$ cat config.mk
export PLATFORM = sky130hd
export DESIGN_NAME = core_fetch_port
export DESIGN_NICKNAME = d
export VERILOG_FILES = /design/src/rtl/core_fetch_port.sv
export SDC_FILE = /design/constraint.sdc
export NUM_CORES = 1
export LEC_CHECK = 0
export CORE_MARGIN = 4
export CORE_UTILIZATION = 39
export CTS_BUF_LIST = sky130_fd_sc_hd__clkbuf_4 sky130_fd_sc_hd__clkbuf_8
export DETAILED_ROUTE_END_ITERATION = 6
export PLACE_DENSITY_LB_ADDON = 0.1
export SLEW_MARGIN = 40
export SYNTH_ARGS = -nofsm -noshare
export SYNTH_HDL_FRONTEND = slang
export SYNTH_SLANG_ARGS = --single-unit
$ cat constraint.sdc
create_clock -name clk -period 7.34 [get_ports clk]
set_input_delay 1.468 -clock clk [delete_from_list [all_inputs] [get_ports clk]]
set_output_delay 1.468 -clock clk [all_outputs]
set_load 0.1 [all_outputs]
$ cat src/rtl/core_fetch_port.sv
// core_fetch_port
//
// Purpose:
//   Owns the instruction fetch address and drives a single-outstanding
//   word-read port toward the instruction bus/cache. Each completed read is
//   returned as one registered instruction word on o_fetched/o_fetch_data.
//   A flush redirects fetching to a new target and throws away any response
//   that still belongs to the pre-flush instruction stream.
//
// Parameters:
//   RESET_PC      word address (byte address >> 2) of the first fetch after reset
//
// Ports:
//   clk           core clock
//   rst           asynchronous, active-high reset
//   i_fetch       prefetch buffer has room / requests another word
//   i_flush       redirect, same cycle as the prefetch flush
//   i_target      redirect word address, valid when i_flush=1
//   i_bus_ready   read completes this cycle
//   i_bus_data    read data, valid when i_bus_ready=1
//   i_bus_fault   (CORE_FETCH_ABORT_EN only) completing read has faulted
//   o_bus_req     read request, level; held until a cycle with i_bus_ready=1
//   o_bus_addr    read word address, valid while o_bus_req=1
//   o_fetched     registered one-cycle pulse: o_fetch_data is valid
//   o_fetch_data  registered instruction word
//   o_abort       (CORE_FETCH_ABORT_EN only) a fetch faulted; held until flush
//   o_head        redirect PC for the prefetch buffer
//
// Build option:
//   CORE_FETCH_ABORT_EN  adds i_bus_fault/o_abort and a FAULT state that
//                        parks the port after a faulted read until a flush.

module core_fetch_port #(
    parameter logic [29:0] RESET_PC = 30'd0
) (
    input  logic        clk,
    input  logic        rst,
    input  logic        i_fetch,
    input  logic        i_flush,
    input  logic [29:0] i_target,
    input  logic        i_bus_ready,
    input  logic [31:0] i_bus_data,
`ifdef CORE_FETCH_ABORT_EN
    input  logic        i_bus_fault,
`endif
    output logic        o_bus_req,
    output logic [29:0] o_bus_addr,
    output logic        o_fetched,
    output logic [31:0] o_fetch_data,
`ifdef CORE_FETCH_ABORT_EN
    output logic        o_abort,
`endif
    output logic [29:0] o_head
);

`ifdef CORE_FETCH_ABORT_EN
    typedef enum logic [1:0] {ST_IDLE, ST_BUSY, ST_DISCARD, ST_FAULT} state_t;
    localparam logic [31:0] NOP_WORD = 32'hE1A00000;
`else
    typedef enum logic [1:0] {ST_IDLE, ST_BUSY, ST_DISCARD} state_t;
`endif

    state_t      r_state;
    state_t      w_nextState;
    logic [29:0] r_addr;
    logic [29:0] r_reqAddr;
    logic [29:0] r_head;
    logic        r_fetched;
    logic [31:0] r_fetchData;
    logic        w_busReq;
    logic [29:0] w_busAddr;
    logic        w_complete;
    logic [29:0] w_addrInc;
`ifdef CORE_FETCH_ABORT_EN
    logic        r_abort;
`endif

    assign w_addrInc = r_addr + 30'd1;

    // Next-state and bus request decode. w_complete marks a read whose data
    // belongs to the live stream; completions in DISCARD or in a flush cycle
    // never raise it, so stale data cannot reach the prefetch buffer.
    // In IDLE the request is raised combinationally so a zero-wait bus can
    // complete the read in the same cycle it was asked for.
    always_comb begin
        w_nextState = r_state;
        w_busReq    = 1'b0;
        w_busAddr   = r_reqAddr;
        w_complete  = 1'b0;
        case (r_state)
            ST_IDLE: begin
                if (!i_flush && i_fetch) begin
                    w_busReq    = 1'b1;
                    w_busAddr   = r_addr;
                    w_nextState = ST_BUSY;
                    w_complete  = i_bus_ready;
                end
            end
            ST_BUSY: begin
                w_busReq = 1'b1;
                if (i_flush) begin
                    w_nextState = i_bus_ready ? ST_IDLE : ST_DISCARD;
                end else begin
                    w_complete = i_bus_ready;
                end
            end
            ST_DISCARD: begin
                // The old request must still be honoured; its data is dropped.
                w_busReq = 1'b1;
                if (i_bus_ready) begin
                    w_nextState = ST_IDLE;
                end
            end
`ifdef CORE_FETCH_ABORT_EN
            ST_FAULT: begin
                if (i_flush) begin
                    w_nextState = ST_IDLE;
                end
            end
`endif
            default: w_nextState = ST_IDLE;
        endcase
        if (w_complete) begin
            w_nextState = i_fetch ? ST_BUSY : ST_IDLE;
`ifdef CORE_FETCH_ABORT_EN
            if (i_bus_fault) begin
                w_nextState = ST_FAULT;
            end
`endif
        end
    end

    // State, fetch address and response registers. r_reqAddr captures the
    // address at request start so the bus address stays stable even after a
    // flush has already moved r_addr to the redirect target.
    always_ff @(posedge clk or posedge rst) begin
        if (rst) begin
            r_state     <= ST_IDLE;
            r_addr      <= RESET_PC;
            r_reqAddr   <= RESET_PC;
            r_head      <= RESET_PC;
            r_fetched   <= 1'b0;
            r_fetchData <= 32'd0;
`ifdef CORE_FETCH_ABORT_EN
            r_abort     <= 1'b0;
`endif
        end else begin
            r_state   <= w_nextState;
            r_fetched <= w_complete;
            if (r_state == ST_IDLE && w_busReq) begin
                r_reqAddr <= r_addr;
            end
            if (w_complete) begin
                r_fetchData <= i_bus_data;
                r_addr      <= w_addrInc;
                if (i_fetch) begin
                    r_reqAddr <= w_addrInc;
                end
`ifdef CORE_FETCH_ABORT_EN
                if (i_bus_fault) begin
                    r_fetchData <= NOP_WORD;
                    r_addr      <= r_addr;
                    r_abort     <= 1'b1;
                end
`endif
            end
            if (i_flush) begin
                r_addr <= i_target;
                r_head <= i_target;
`ifdef CORE_FETCH_ABORT_EN
                if (r_state == ST_FAULT) begin
                    r_abort <= 1'b0;
                end
`endif
            end
        end
    end

    assign o_bus_req    = w_busReq;
    assign o_bus_addr   = w_busAddr;
    assign o_fetched    = r_fetched;
    assign o_fetch_data = r_fetchData;
    assign o_head       = i_flush ? i_target : r_head;
`ifdef CORE_FETCH_ABORT_EN
    assign o_abort      = r_abort;
`endif

endmodule

==> results by group, run 1 <==
Status
  • Result of the run: finished clean

Critical path
  • Critical Path Source Type: primary input
  • Slowest Stage Delay on Critical Path: between 500 and 600 ps
  • Worst R2R Path Depth: 7
  • Crit end category: primary output
  • Cell with the largest stage delay on the worst path: sky130_fd_sc_hd__clkdlybuf4s50_1
  • Slack of the worst reg-to-reg path: about 4400 ps
  • Data required time of the worst path: around 5900 ps
  • Cell Chain, Critical Path: clkdlybuf4s50_1 -> nor2b_1 -> nand2_4 -> mux2_2 -> buf_2
  • CP Class: in2out
  • CP bufs+invs: 2
  • Crit Path Max Fanout: 35
  • Worst R2R Start: r_state[1]$_DFFE_PP0P_
  • Worst endpoint data arrival time: 3380 ps
  • Endpoint of the lowest-slack register-to-register path: r_reqAddr[23]$_DFF_PP0_
  • Family of cells with the greatest summed delay on the critical path: buffers and inverters

Timing
  • Min Clock Period, post-route: approximately 4800 ps
  • Total Negative Setup Slacks: 0 ps
  • Fmax: ~210 MHz
  • Unrepaired setup endpoints after global routing: no
  • Final hold violations: 0
  • Period utilisation layout: between 60% and 70%
  • Worst-case headroom to the max-slew limit: between 40% and 50%
  • Setup Viol. Count Final: 0
  • Transition time of the tightest slew-check pin: 770 ps
  • Fin. max-slew vios: 0
  • Largest clock skew in the final design: 8.92 ps

Logic synthesis
  • Share of the synthesized area in the top cell type: between 40% and 50%
  • Yosys warns: 0
  • Synth Flop Type: sky130_fd_sc_hd__dfrtp_1
  • Number of flip-flops and latches in the synthesized netlist: roughly 130
  • Portion of the post-synthesis area used by sequential elements: 49.4%
  • Cell type with the highest aggregate area in the netlist: sky130_fd_sc_hd__dfrtp_1
  • Library cells used by synthesis: 55
  • Synthesized area per cell: between 9 and 10 sq um
  • Synthesized cell area: approximately 6300 sq um
  • Share of synthesized registers carrying an async set or reset: 100%
  • Net count after synthesis: ~710
  • Top post-synthesis cells by area: sky130_fd_sc_hd__dfrtp_1 49%, sky130_fd_sc_hd__mux2_2 11%, sky130_fd_sc_hd__o21ai_0 6.0%
  • Post-synth EDFFs: 0
  • Number of instances in the synthesized netlist: approximately 640

Detailed routing
  • WL per Instance: roughly 17 um
  • Final wirelength: 17600 um
  • DRC violation count after routing: 0
  • Ratio of routed vias to standard cells: ~5.3
  • Post-DRT Antenna Nets: 0
  • TritonRoute pass-1 iters: 6
  • Number of vias after detailed routing: ~5400
  • Number of DRC markers after the initial detailed-route iteration: ~340

Floorplan
  • Effective utilization at floorplan: 39.9%
  • Floorplan core area: approximately 16000 sq um
  • I/O pin cnt: around 160
  • Area enclosed by the die boundary: 18300 sq um
  • Row Count: 46
  • Height of the chip: 135 um
  • Chip width: around 140 um

Cells and area
  • Area of combinational cells with multiple inputs: 2890 sq um
  • Antenna cell count: 0
  • Proportion of layout cells with a drive suffix above 1: 27.0%
  • Synthesis-to-layout area growth: 27.9%
  • Number of fill cells in the layout: 1549
  • Register area: roughly 3100 sq um
  • Post-layout util: around 51%
  • Final net count: approximately 850

Worst hold path
  • Class of the most critical hold timing path: reg2reg
  • Destination of the worst hold path: r_reqAddr[4]$_DFF_PP0_
  • Hold Crit Depth: 2
  • Launch instance of the worst min-delay path: r_reqAddr[4]$_DFF_PP0_

Clocking
  • Number of levels the H-tree was split into: 4
  • Cts-stage hold buffer count: 0
  • Clock insertion delay at the later pin of the skew report: 450 ps
  • Clock slew at reported path FFs: around 70 ps
  • Number of buffers on the longest clock path: 2
  • Post-CTS Setup Repair Bufs: 0
  • Clock root buffer: sky130_fd_sc_hd__clkbuf_8
  • TritonCTS clock tree: built
  • # resized after CTS: 0
  • CTS sink count: between 100 and 150
  • Number of clock buffers inserted by TritonCTS: 17

Place
  • Placed wire-length estimate: 12300 um
  • Number of buffers added on ports: between 150 and 200
  • Final RePlAce weighted congestion: around 0.8

Global route
  • First-pass GRT wire length: approximately 29000 um
  • Initial antenna violation count: 0
  • Total global routing overflow: 0
  • Maximum number of pins on one net before global-route repair: 66
  • Overall global routing resource usage: slightly below 20%
  • Vias in the first global route: 5541

Job
  • Maxcap violations: 0
-- how the worst max path moves through the flow --
| stage | startpoint | cells after the start | slack [ps] | endpoint |
|---|---|---|---|---|
| floorplan | i_fetch | 4 | 1760 | o_bus_addr[11] |
| global placement | i_flush | 5 | 1570 | o_bus_addr[13] |
| detailed placement | i_flush | 7 | 2240 | r_reqAddr[23]$_DFF_PP0_ |
| CTS | i_flush | 5 | 2460 | o_bus_addr[26] |
| global route | i_flush | 5 | 2340 | o_bus_addr[5] |
| finish | i_fetch | 5 | 2500 | o_bus_addr[13] |
-- routing by layer --
metal	share of wire [%]	global-route usage, %
met5	0	0
met4	1.4	5.66
met1	42	25.1
met2	49	32.4
met3	7.9	6.39
-- cells in the mapped netlist (12+ instances only) --
library cell / n
sky130_fd_sc_hd__a21oi_1: 20
sky130_fd_sc_hd__buf_2: 13
sky130_fd_sc_hd__xnor2_1: 17
sky130_fd_sc_hd__nor2_1: 28
sky130_fd_sc_hd__inv_1: 39
sky130_fd_sc_hd__nand4_1: 12
sky130_fd_sc_hd__mux2_2: 60
sky130_fd_sc_hd__dfrtp_1: 125
sky130_fd_sc_hd__clkbuf_1: 31
sky130_fd_sc_hd__nand3_1: 17
sky130_fd_sc_hd__o21ai_0: 76
sky130_fd_sc_hd__nand2_1: 74
-- cells by family (layout without fill, tap and decap cells) --
group	after synthesis	after routing	synth area share, %
AO/OA/AOI/OAI	146	146	13.9
adder cells (fa/ha/maj)	6	6	1.19
multiplexers	62	62	11.0
buffers and inverters	85	238	5.30
AND/OR/NAND/NOR	187	187	15.3
flip-flops	125	125	49.4
XOR/XNOR	28	28	3.87
-- worst min-delay path: stages, from the launching register on --
cell and delay [ps]:
sky130_fd_sc_hd__dfrtp_1 340, sky130_fd_sc_hd__a32oi_1 60, sky130_fd_sc_hd__nand2_1 60
-- layout make-up --
type	count	area share [%]
inverter	39	1.87
timing repair buffer	168	15.1
clock buffer	20	3.40
sequential	125	38.6
clock inverter	11	2.04
tap	216	3.34
multi-input combinational	429	35.7
-- layout by cell type (no fill, tap or decap), types with 3 or more instances in the layout --
| master | n |
|---|---|
| sky130_fd_sc_hd__and4_1 | 6 |
| sky130_fd_sc_hd__nand3_1 | 17 |
| sky130_fd_sc_hd__o21ai_0 | 76 |
| sky130_fd_sc_hd__nand4_1 | 12 |
| sky130_fd_sc_hd__nor3_1 | 10 |
| sky130_fd_sc_hd__inv_1 | 38 |
| sky130_fd_sc_hd__buf_4 | 11 |
| sky130_fd_sc_hd__mux2_2 | 60 |
| sky130_fd_sc_hd__bufinv_16 | 4 |
| sky130_fd_sc_hd__xor2_1 | 11 |
| sky130_fd_sc_hd__xnor2_1 | 17 |
| sky130_fd_sc_hd__nand2_1 | 71 |
| sky130_fd_sc_hd__nor2_1 | 26 |
| sky130_fd_sc_hd__o21ai_1 | 9 |
| sky130_fd_sc_hd__dfrtp_1 | 125 |
| sky130_fd_sc_hd__clkbuf_8 | 20 |
| sky130_fd_sc_hd__a21oi_1 | 20 |
| sky130_fd_sc_hd__or3_1 | 3 |
| sky130_fd_sc_hd__nand2b_1 | 3 |
| sky130_fd_sc_hd__buf_2 | 89 |
| sky130_fd_sc_hd__a222oi_1 | 3 |
| sky130_fd_sc_hd__o31ai_1 | 4 |
| sky130_fd_sc_hd__o311ai_1 | 3 |
| sky130_fd_sc_hd__and3_1 | 11 |
| sky130_fd_sc_hd__nor4_1 | 6 |
| sky130_fd_sc_hd__ha_1 | 6 |
| sky130_fd_sc_hd__o22ai_1 | 5 |
| sky130_fd_sc_hd__clkinv_2 | 4 |
| sky130_fd_sc_hd__a32oi_1 | 5 |
| sky130_fd_sc_hd__clkdlybuf4s50_1 | 65 |
| sky130_fd_sc_hd__o21a_1 | 3 |
-- flip-flops by register name, indices dropped and copies added (netlist names) --
name and count:
o_fetch_data 32, r_addr 30, r_head 30, r_reqAddr 30
r_state 2, o_fetched 1
-- stage by stage --
step                      std cells  cell area (sq um)  setup slack, ps  hold slack [ps]
after floorplan                 639               6330             1760              451
after global placement          974               8040             1570              473
after detailed placement        977               7650             2240              480
after CTS                      1008               8090             2460              498
after global routing           1008               8100             2340              529
final                          1008               8100             2500              491
Power of run 1 is left out: the tool's default activity adds up to more than one toggle a clock period on the data nets, which glitch-free logic cannot reach.
==> run 2: changes to the inputs <==
Clock period 7.34 ns to 4.3 ns, I/O delays scaled along.
==> results by group, run 2 (same netlist as run 1, synthesis figures left out) <==
Floorplan
  • Height of the chip: 135 um (unchanged)
  • I/O pin cnt: 161 (unchanged)
  • Row Count: 46 (unchanged)
  • Floorplan core area: 15900 sq um (unchanged)
  • Effective utilization at floorplan: 39.9% (unchanged)
  • Chip width: 135 um (unchanged)
  • Area enclosed by the die boundary: 18300 sq um (unchanged)

Cells and area
  • Proportion of layout cells with a drive suffix above 1: 27.3% (was 27.0%)
  • Flip-flop count of the largest register after layout: 32 (unchanged)
  • Post-layout util: 54.3% (was 51.0%)
  • Most used cells in the layout excluding fill and tap cells: 125 x sky130_fd_sc_hd__dfrtp_1, 76 x sky130_fd_sc_hd__o21ai_0, 74 x sky130_fd_sc_hd__nand2_1 (was 125 x sky130_fd_sc_hd__dfrtp_1, 89 x sky130_fd_sc_hd__buf_2, 76 x sky130_fd_sc_hd__o21ai_0)
  • Number of fill cells in the layout: 1479 (was 1549)
  • Final net count: 861 (was 853)
  • Most common library cell in the layout ignoring fill and taps: sky130_fd_sc_hd__dfrtp_1 (unchanged)
  • Synthesis-to-layout area growth: 36.3% (was 27.9%)
  • Number of cells in the finished layout apart from fillers: 1017 (was 1008)
  • Antenna cell count: 0 (unchanged)

Clocking
  • Number of levels the H-tree was split into: 4 (unchanged)
  • Clock slew at reported path FFs: 70 ps (about the same)
  • Number of clock buffers inserted by TritonCTS: 17 (unchanged)
  • Post-CTS Setup Repair Bufs: 0 (unchanged)
  • CTS sink count: 125 (unchanged)
  • Number of buffers on the longest clock path: 2 (unchanged)
  • Clock root buffer: sky130_fd_sc_hd__clkbuf_8 (unchanged)
  • Cts-stage hold buffer count: 0 (unchanged)
  • TritonCTS clock tree: built (unchanged)
  • Clock insertion delay at the later pin of the skew report: 460 ps (was 450 ps)
  • # resized after CTS: 0 (unchanged)

Detailed routing
  • Final wirelength: 17900 um (was 17600 um)
  • Number of DRC markers after the initial detailed-route iteration: 431 (was 337)
  • WL per Instance: 17.6 um (was 17.4 um)
  • Met2 wirelength from detailed routing: 8740 um (was 8570 um)
  • Detailed-route wire length on metal 1: 7470 um (was 7380 um)
  • Met3 wirelength from detailed routing: 1420 um (was 1390 um)
  • Uppermost layer routed: met4 (unchanged)
  • TritonRoute pass-1 iters: 5 (was 6)
  • Ratio of routed vias to standard cells: 5.30 (was 5.32)
  • Post-DRT Antenna Nets: 0 (unchanged)
  • Number of vias after detailed routing: 5394 (was 5360)
  • DRC violation count after routing: 0 (unchanged)

Critical path
  • Critical Path Source Type: primary input (unchanged)
  • CP bufs+invs: 3 (was 2)
  • CP Class: in2out (unchanged)
  • Crit Path Max Fanout: 15 (was 35)
  • Crit end category: primary output (unchanged)
  • Count of cell instances traversed by the critical path: 6 (was 5)
  • Data required time of the worst path: 3440 ps (was 5870 ps)
  • Family of cells with the greatest summed delay on the critical path: buffers and inverters (unchanged)
  • Worst R2R Path Depth: 8 (was 7)
  • Slowest Stage Delay on Critical Path: 480 ps (was 520 ps)
  • Cell with the largest stage delay on the worst path: sky130_fd_sc_hd__clkdlybuf4s50_1 (unchanged)
  • Worst endpoint data arrival time: 2840 ps (was 3380 ps)
  • Cell Chain, Critical Path: clkdlybuf4s50_1 -> nor2b_1 -> nand2_1 -> buf_4 -> mux2_2 -> buf_12 (was clkdlybuf4s50_1 -> nor2b_1 -> nand2_4 -> mux2_2 -> buf_2)

Timing
  • Fmax: about 270 MHz
  • Largest clock skew in the final design: 10.2 ps (was 8.92 ps)
  • Unrepaired setup endpoints after global routing: no (unchanged)
  • Fin. max-slew vios: 0 (unchanged)
  • Worst-case headroom to the max-slew limit: 54.9% (was 48.6%)
  • Min Clock Period, post-route: between 3000 and 4000 ps
  • Final hold violations: 0 (unchanged)
  • Transition time of the tightest slew-check pin: 676 ps (was 770 ps)
  • Period utilisation layout: 86.0%
  • Setup Viol. Count Final: 0 (unchanged)

Place
  • Placed wire-length estimate: 12600 um (was 12300 um)
  • Placed cell count: 985 (was 977)
  • Number of buffers added on ports: 160 (unchanged)
  • Final RePlAce weighted congestion: 0.828 (was 0.799)

Global route
  • Vias in the first global route: 5547 (was 5541)
  • Overall global routing resource usage: 20.0% (was 19.7%)
  • Maximum number of pins on one net before global-route repair: 61 (was 66)
  • Initial antenna violation count: 0 (unchanged)
  • Total global routing overflow: 0 (unchanged)
  • First-pass GRT wire length: 29000 um (was 28600 um)

Worst hold path
  • Class of the most critical hold timing path: reg2reg (unchanged)
  • Hold Crit Depth: 1 (was 2)

Status
  • Result of the run: finished clean (unchanged)

Job
  • Maxcap violations: 0 (unchanged)
## run 2: area by class of cell
| class | count | area [sq um] | area share [%] |
|---|---|---|---|
| sequential | 125 | 3130 | 36.2 |
| multi-input combinational | 429 | 2880 | 33.3 |
| timing repair buffer | 176 | 1800 | 20.8 |
| clock buffer | 20 | 275 | 3.19 |
| tap | 216 | 270 | 3.13 |
| inverter | 39 | 149 | 1.72 |
| clock inverter | 12 | 135 | 1.57 |
## run 2: per-stage QoR
step / setup WS (ps) / TNS (ps) / instance area, sq um / hold slack (ps)
after global routing: 478 / 0 / 8630 / 521
after CTS: 590 / 0 / 8630 / 509
final: 602 / 0 / 8630 / 505
after global placement: 606 / 0 / 8390 / 482
after detailed placement: 589 / 0 / 8220 / 490
after floorplan: -66.1 / -265 / 6330 / 451
## run 2: metal layers
layer,vias up,GRT usage [%]
met3,23,6.24
met2,192,33.0
met4,0,6.27
li1,2559,-
met5,-,0
met1,2620,25.3
## run 2: worst reg2reg max path, cell delays in order, from the launching register on
cell	delay (ps)
sky130_fd_sc_hd__dfrtp_1	400
sky130_fd_sc_hd__inv_1	100
sky130_fd_sc_hd__ha_1	250
sky130_fd_sc_hd__or2_0	390
sky130_fd_sc_hd__a221o_1	400
sky130_fd_sc_hd__nand2_1	270
sky130_fd_sc_hd__buf_4	290
sky130_fd_sc_hd__o22ai_1	110
sky130_fd_sc_hd__o21ba_2	220
## run 2: final timing paths
kind                                        startpoint                      endpoint  slack [ps]
max in group asynchronous                          rst  o_fetch_data[14]$_DFFE_PP0P_        2690
max reg2reg                     r_state[0]$_DFFE_PP0P_       r_reqAddr[23]$_DFF_PP0_        1810
min                        o_fetch_data[3]$_DFFE_PP0P_   o_fetch_data[3]$_DFFE_PP0P_         510
min reg2reg                o_fetch_data[3]$_DFFE_PP0P_   o_fetch_data[3]$_DFFE_PP0P_         510
min in group asynchronous                          rst        r_reqAddr[5]$_DFF_PP0_         840
max                                            i_fetch                o_bus_addr[29]         600
Power of run 2 is left out for the same reason.
==> run 3: changes to the inputs <==
Settings changed: ABC_AREA set to 1.
==> results by group, run 3 <==
Critical path
  • Count of cell instances traversed by the critical path: 5 (was 6)
  • Slowest Stage Delay on Critical Path: 540 ps (was 480 ps)
  • CP bufs+invs: 3 (unchanged)
  • Endpoint of the lowest-slack register-to-register path: r_reqAddr[2]$_DFF_PP0_ (was r_reqAddr[23]$_DFF_PP0_)
  • Slack of the worst reg-to-reg path: 1320 ps (was 1810 ps)
  • Critical Path Source Type: primary input (unchanged)
  • CP Class: in2out (unchanged)
  • Crit path launch: i_fetch (unchanged)
  • Worst endpoint data arrival time: 2880 ps (was 2840 ps)
  • Worst setup path end: o_bus_addr[0] (was o_bus_addr[29])
  • Family of cells with the greatest summed delay on the critical path: buffers and inverters (unchanged)
  • Worst R2R Start: r_state[0]$_DFFE_PP0P_ (unchanged)
  • Crit Path Max Fanout: 24 (was 15)
  • Crit end category: primary output (unchanged)
  • Cell Chain, Critical Path: clkdlybuf4s50_1 -> nand3_2 -> buf_4 -> o21ai_0 -> buf_12 (was clkdlybuf4s50_1 -> nor2b_1 -> nand2_1 -> buf_4 -> mux2_2 -> buf_12)
  • Worst R2R Path Depth: 10 (was 8)
  • Cell with the largest stage delay on the worst path: sky130_fd_sc_hd__nand3_2 (was sky130_fd_sc_hd__clkdlybuf4s50_1)
  • Data required time of the worst path: 3440 ps (about the same)

Clocking
  • Post-CTS Setup Repair Bufs: 0 (unchanged)
  • TritonCTS clock tree: built (unchanged)
  • Clock root buffer: sky130_fd_sc_hd__clkbuf_8 (unchanged)
  • Number of buffers on the longest clock path: 2 (unchanged)
  • Number of levels the H-tree was split into: 4 (unchanged)
  • Clock insertion delay at the later pin of the skew report: 430 ps (was 460 ps)
  • Cts-stage hold buffer count: 0 (unchanged)
  • Number of clock buffers inserted by TritonCTS: 17 (unchanged)
  • CTS sink count: 125 (unchanged)
  • Clock slew at reported path FFs: 70 ps (about the same)
  • # resized after CTS: 0 (unchanged)

Timing
  • Fmax: 268 MHz (was 270 MHz)
  • Unrepaired setup endpoints after global routing: no (unchanged)
  • Worst-case headroom to the max-slew limit: 47.5% (was 54.9%)
  • Period utilisation layout: 86.9% (was 86.0%)
  • Transition time of the tightest slew-check pin: 783 ps (was 676 ps)
  • Setup Viol. Count Final: 0 (unchanged)
  • Total Negative Setup Slacks: 0 ps (unchanged)
  • Final hold violations: 0 (unchanged)
  • Fin. max-slew vios: 0 (unchanged)
  • Largest clock skew in the final design: 10.0 ps (was 10.2 ps)
  • Worst hold margin: 477 ps (was 505 ps)
  • Min Clock Period, post-route: 3740 ps (was 3700 ps)

Logic synthesis
  • Synthesized-area fraction occupied by adder cells: 1.15% (was 1.19%)
  • Synth Flop Type: sky130_fd_sc_hd__dfrtp_1 (unchanged)
  • Cell type with the highest aggregate area in the netlist: sky130_fd_sc_hd__dfrtp_1 (unchanged)
  • Post-synth EDFFs: 0 (unchanged)
  • Number of instances in the synthesized netlist: 910 (was 639)
  • Synthesized area per cell: 7.16 sq um (was 9.91 sq um)
  • Net count after synthesis: 983 (was 712)
  • Combinational family with the most area after synthesis: simple AND/OR/NAND/NOR gates (unchanged)
  • Cell with the most instances after synthesis: sky130_fd_sc_hd__nand2_1 (was sky130_fd_sc_hd__dfrtp_1)
  • Ranking of synthesized cells by instance count: 421 x sky130_fd_sc_hd__nand2_1, 125 x sky130_fd_sc_hd__dfrtp_1, 89 x sky130_fd_sc_hd__nand3_1, 87 x sky130_fd_sc_hd__inv_1, 54 x sky130_fd_sc_hd__o21ai_0 (was 125 x sky130_fd_sc_hd__dfrtp_1, 76 x sky130_fd_sc_hd__o21ai_0, 74 x sky130_fd_sc_hd__nand2_1, 60 x sky130_fd_sc_hd__mux2_2, 39 x sky130_fd_sc_hd__inv_1)
  • Share of the synthesized area in the top cell type: 48.0% (was 49.4%)
  • Library cells used by synthesis: 31 (was 55)
  • Portion of the post-synthesis area used by sequential elements: 48.0% (was 49.4%)
  • Post-synthesis share of cell area spent on xor and xnor gates: 0.941% (was 3.87%)
  • Number of flip-flops and latches in the synthesized netlist: 125 (unchanged)
  • Yosys warns: 0 (unchanged)
  • Synthesized cell area: 6510 sq um (was 6330 sq um)
  • Simple-gate portion of the synthesized area: 34.8% (was 15.3%)
  • Share of synthesized area spent on multiplexers: 0% (was 11.0%)
  • Top post-synthesis cells by area: sky130_fd_sc_hd__dfrtp_1 48%, sky130_fd_sc_hd__nand2_1 24%, sky130_fd_sc_hd__nand3_1 6.8% (was sky130_fd_sc_hd__dfrtp_1 49%, sky130_fd_sc_hd__mux2_2 11%, sky130_fd_sc_hd__o21ai_0 6.0%)
  • Share of synthesized registers carrying an async set or reset: 100% (unchanged)
  • Compound-Gate Fraction of Synth Area: 7.14% (was 13.9%)

Cells and area
  • Number of fill cells in the layout: 1523 (was 1479)
  • Most common library cell in the layout ignoring fill and taps: sky130_fd_sc_hd__nand2_1 (was sky130_fd_sc_hd__dfrtp_1)
  • Flip-flop count of the largest register after layout: 32 (unchanged)
  • Final net count: 1138 (was 861)
  • Antenna cell count: 0 (unchanged)
  • Number of cells in the finished layout apart from fillers: 1293 (was 1017)
  • Most used cells in the layout excluding fill and tap cells: 421 x sky130_fd_sc_hd__nand2_1, 125 x sky130_fd_sc_hd__dfrtp_1, 89 x sky130_fd_sc_hd__nand3_1 (was 125 x sky130_fd_sc_hd__dfrtp_1, 76 x sky130_fd_sc_hd__o21ai_0, 74 x sky130_fd_sc_hd__nand2_1)
  • Synthesis-to-layout area growth: 41.4% (was 36.3%)
  • Final instance area: 9210 sq um (was 8630 sq um)
  • Proportion of layout cells with a drive suffix above 1: 14.1% (was 27.3%)

Status
  • Result of the run: finished clean (unchanged)

Global route
  • Initial antenna violation count: 0 (unchanged)
  • First-pass GRT wire length: 31500 um (was 29000 um)
  • Total global routing overflow: 0 (unchanged)
  • Maximum number of pins on one net before global-route repair: 54 (was 61)
  • Overall global routing resource usage: 21.6% (was 20.0%)
  • Vias in the first global route: 6110 (was 5547)

Detailed routing
  • Number of vias after detailed routing: 6259 (was 5394)
  • Ratio of routed vias to standard cells: 4.84 (was 5.30)
  • Number of DRC markers after the initial detailed-route iteration: 454 (was 431)
  • DRC violation count after routing: 0 (unchanged)
  • WL per Instance: 15.0 um (was 17.6 um)
  • TritonRoute pass-1 iters: 6 (was 5)
  • Post-DRT Antenna Nets: 0 (unchanged)
  • Final wirelength: 19400 um (was 17900 um)

Floorplan
  • I/O pin cnt: 161 (unchanged)
  • Effective utilization at floorplan: 40.4% (was 39.9%)
  • Height of the chip: 137 um (was 135 um)
  • Floorplan core area: 16100 sq um (was 15900 sq um)
  • Row Count: 46 (unchanged)
  • Chip width: 137 um (was 135 um)
  • Area enclosed by the die boundary: 18800 sq um (was 18300 sq um)

Place
  • DP Area: 8790 sq um (was 8220 sq um)
  • Placed cell count: 1262 (was 985)
  • Number of buffers added on ports: 160 (unchanged)
  • Final RePlAce weighted congestion: 0.852 (was 0.828)
  • Placed wire-length estimate: 14100 um (was 12600 um)

Job
  • Maxcap violations: 0 (unchanged)

Worst hold path
  • Class of the most critical hold timing path: reg2reg (unchanged)
## run 3: cell types whose count changed after synthesis, moves of 11 or more
cell / previous run / this run
sky130_fd_sc_hd__and3_1: 11 / 0
sky130_fd_sc_hd__inv_1: 39 / 87
sky130_fd_sc_hd__nand3_1: 17 / 89
sky130_fd_sc_hd__nand4_1: 12 / 0
sky130_fd_sc_hd__nand2_1: 74 / 421
sky130_fd_sc_hd__xnor2_1: 17 / 2
sky130_fd_sc_hd__a21oi_1: 20 / 1
sky130_fd_sc_hd__nor2_1: 28 / 39
sky130_fd_sc_hd__clkbuf_1: 31 / 17
sky130_fd_sc_hd__o21ai_0: 76 / 54
sky130_fd_sc_hd__mux2_2: 60 / 0
## run 3: cell type report
type	count	area (sq um)	area share [%]
Inverter	93	352	3.82
Sequential cell	125	3130	34.0
Clock buffer	18	248	2.69
Timing Repair Buffer	172	2170	23.6
Multi-Input combinational cell	656	2870	31.2
Clock inverter	13	168	1.82
Tap cell	216	270	2.93
## run 3: tightest hold or removal path, cell delays in order (launching register included)
cell and delay [ps]:
sky130_fd_sc_hd__dfrtp_1 340, sky130_fd_sc_hd__nand2_1 50, sky130_fd_sc_hd__nand2_1 50
## run 3: layer usage
metal | track usage (%) | up-vias | part of all wire, %
met5 | 0 | - | 0
met4 | 7.15 | 0 | 2.3
met3 | 7.16 | 29 | 9.3
met2 | 33.3 | 238 | 45
met1 | 28.6 | 2852 | 44
li1 | - | 3140 | -
## run 3: stage by stage
step / util, % / setup slack, ps
global placement: 55.6 / 580
detailed placement: 54.6 / 543
finish: 57.2 / 565
CTS: 57.2 / 543
global route: 57.2 / 393
floorplan: - / 10.8
## run 3: cell families after synthesis
logic type | Yosys count
and+or+nand+nor | 560
xor gates and xnor gates | 7
DFF | 125
buffers and inverters | 129
AOI/OAI and AO/OA | 83
adders and majority gates | 6
## run 3: how the worst min path moves through the flow
stage	start	endpoint	slack, ps	depth (start not counted)
2_1_floorplan	r_state[1]$_DFFE_PP0P_	r_state[1]$_DFFE_PP0P_	500	2
3_3_place_gp	o_fetch_data[15]$_DFFE_PP0P_	o_fetch_data[15]$_DFFE_PP0P_	460	2
3_5_place_dp	o_fetch_data[1]$_DFFE_PP0P_	o_fetch_data[1]$_DFFE_PP0P_	460	2
4_1_cts	o_fetch_data[1]$_DFFE_PP0P_	o_fetch_data[1]$_DFFE_PP0P_	480	2
5_1_grt	o_fetch_data[17]$_DFFE_PP0P_	o_fetch_data[17]$_DFFE_PP0P_	500	2
6_report	o_fetch_data[30]$_DFFE_PP0P_	o_fetch_data[30]$_DFFE_PP0P_	480	2
Power of run 3 is left out for the same reason.
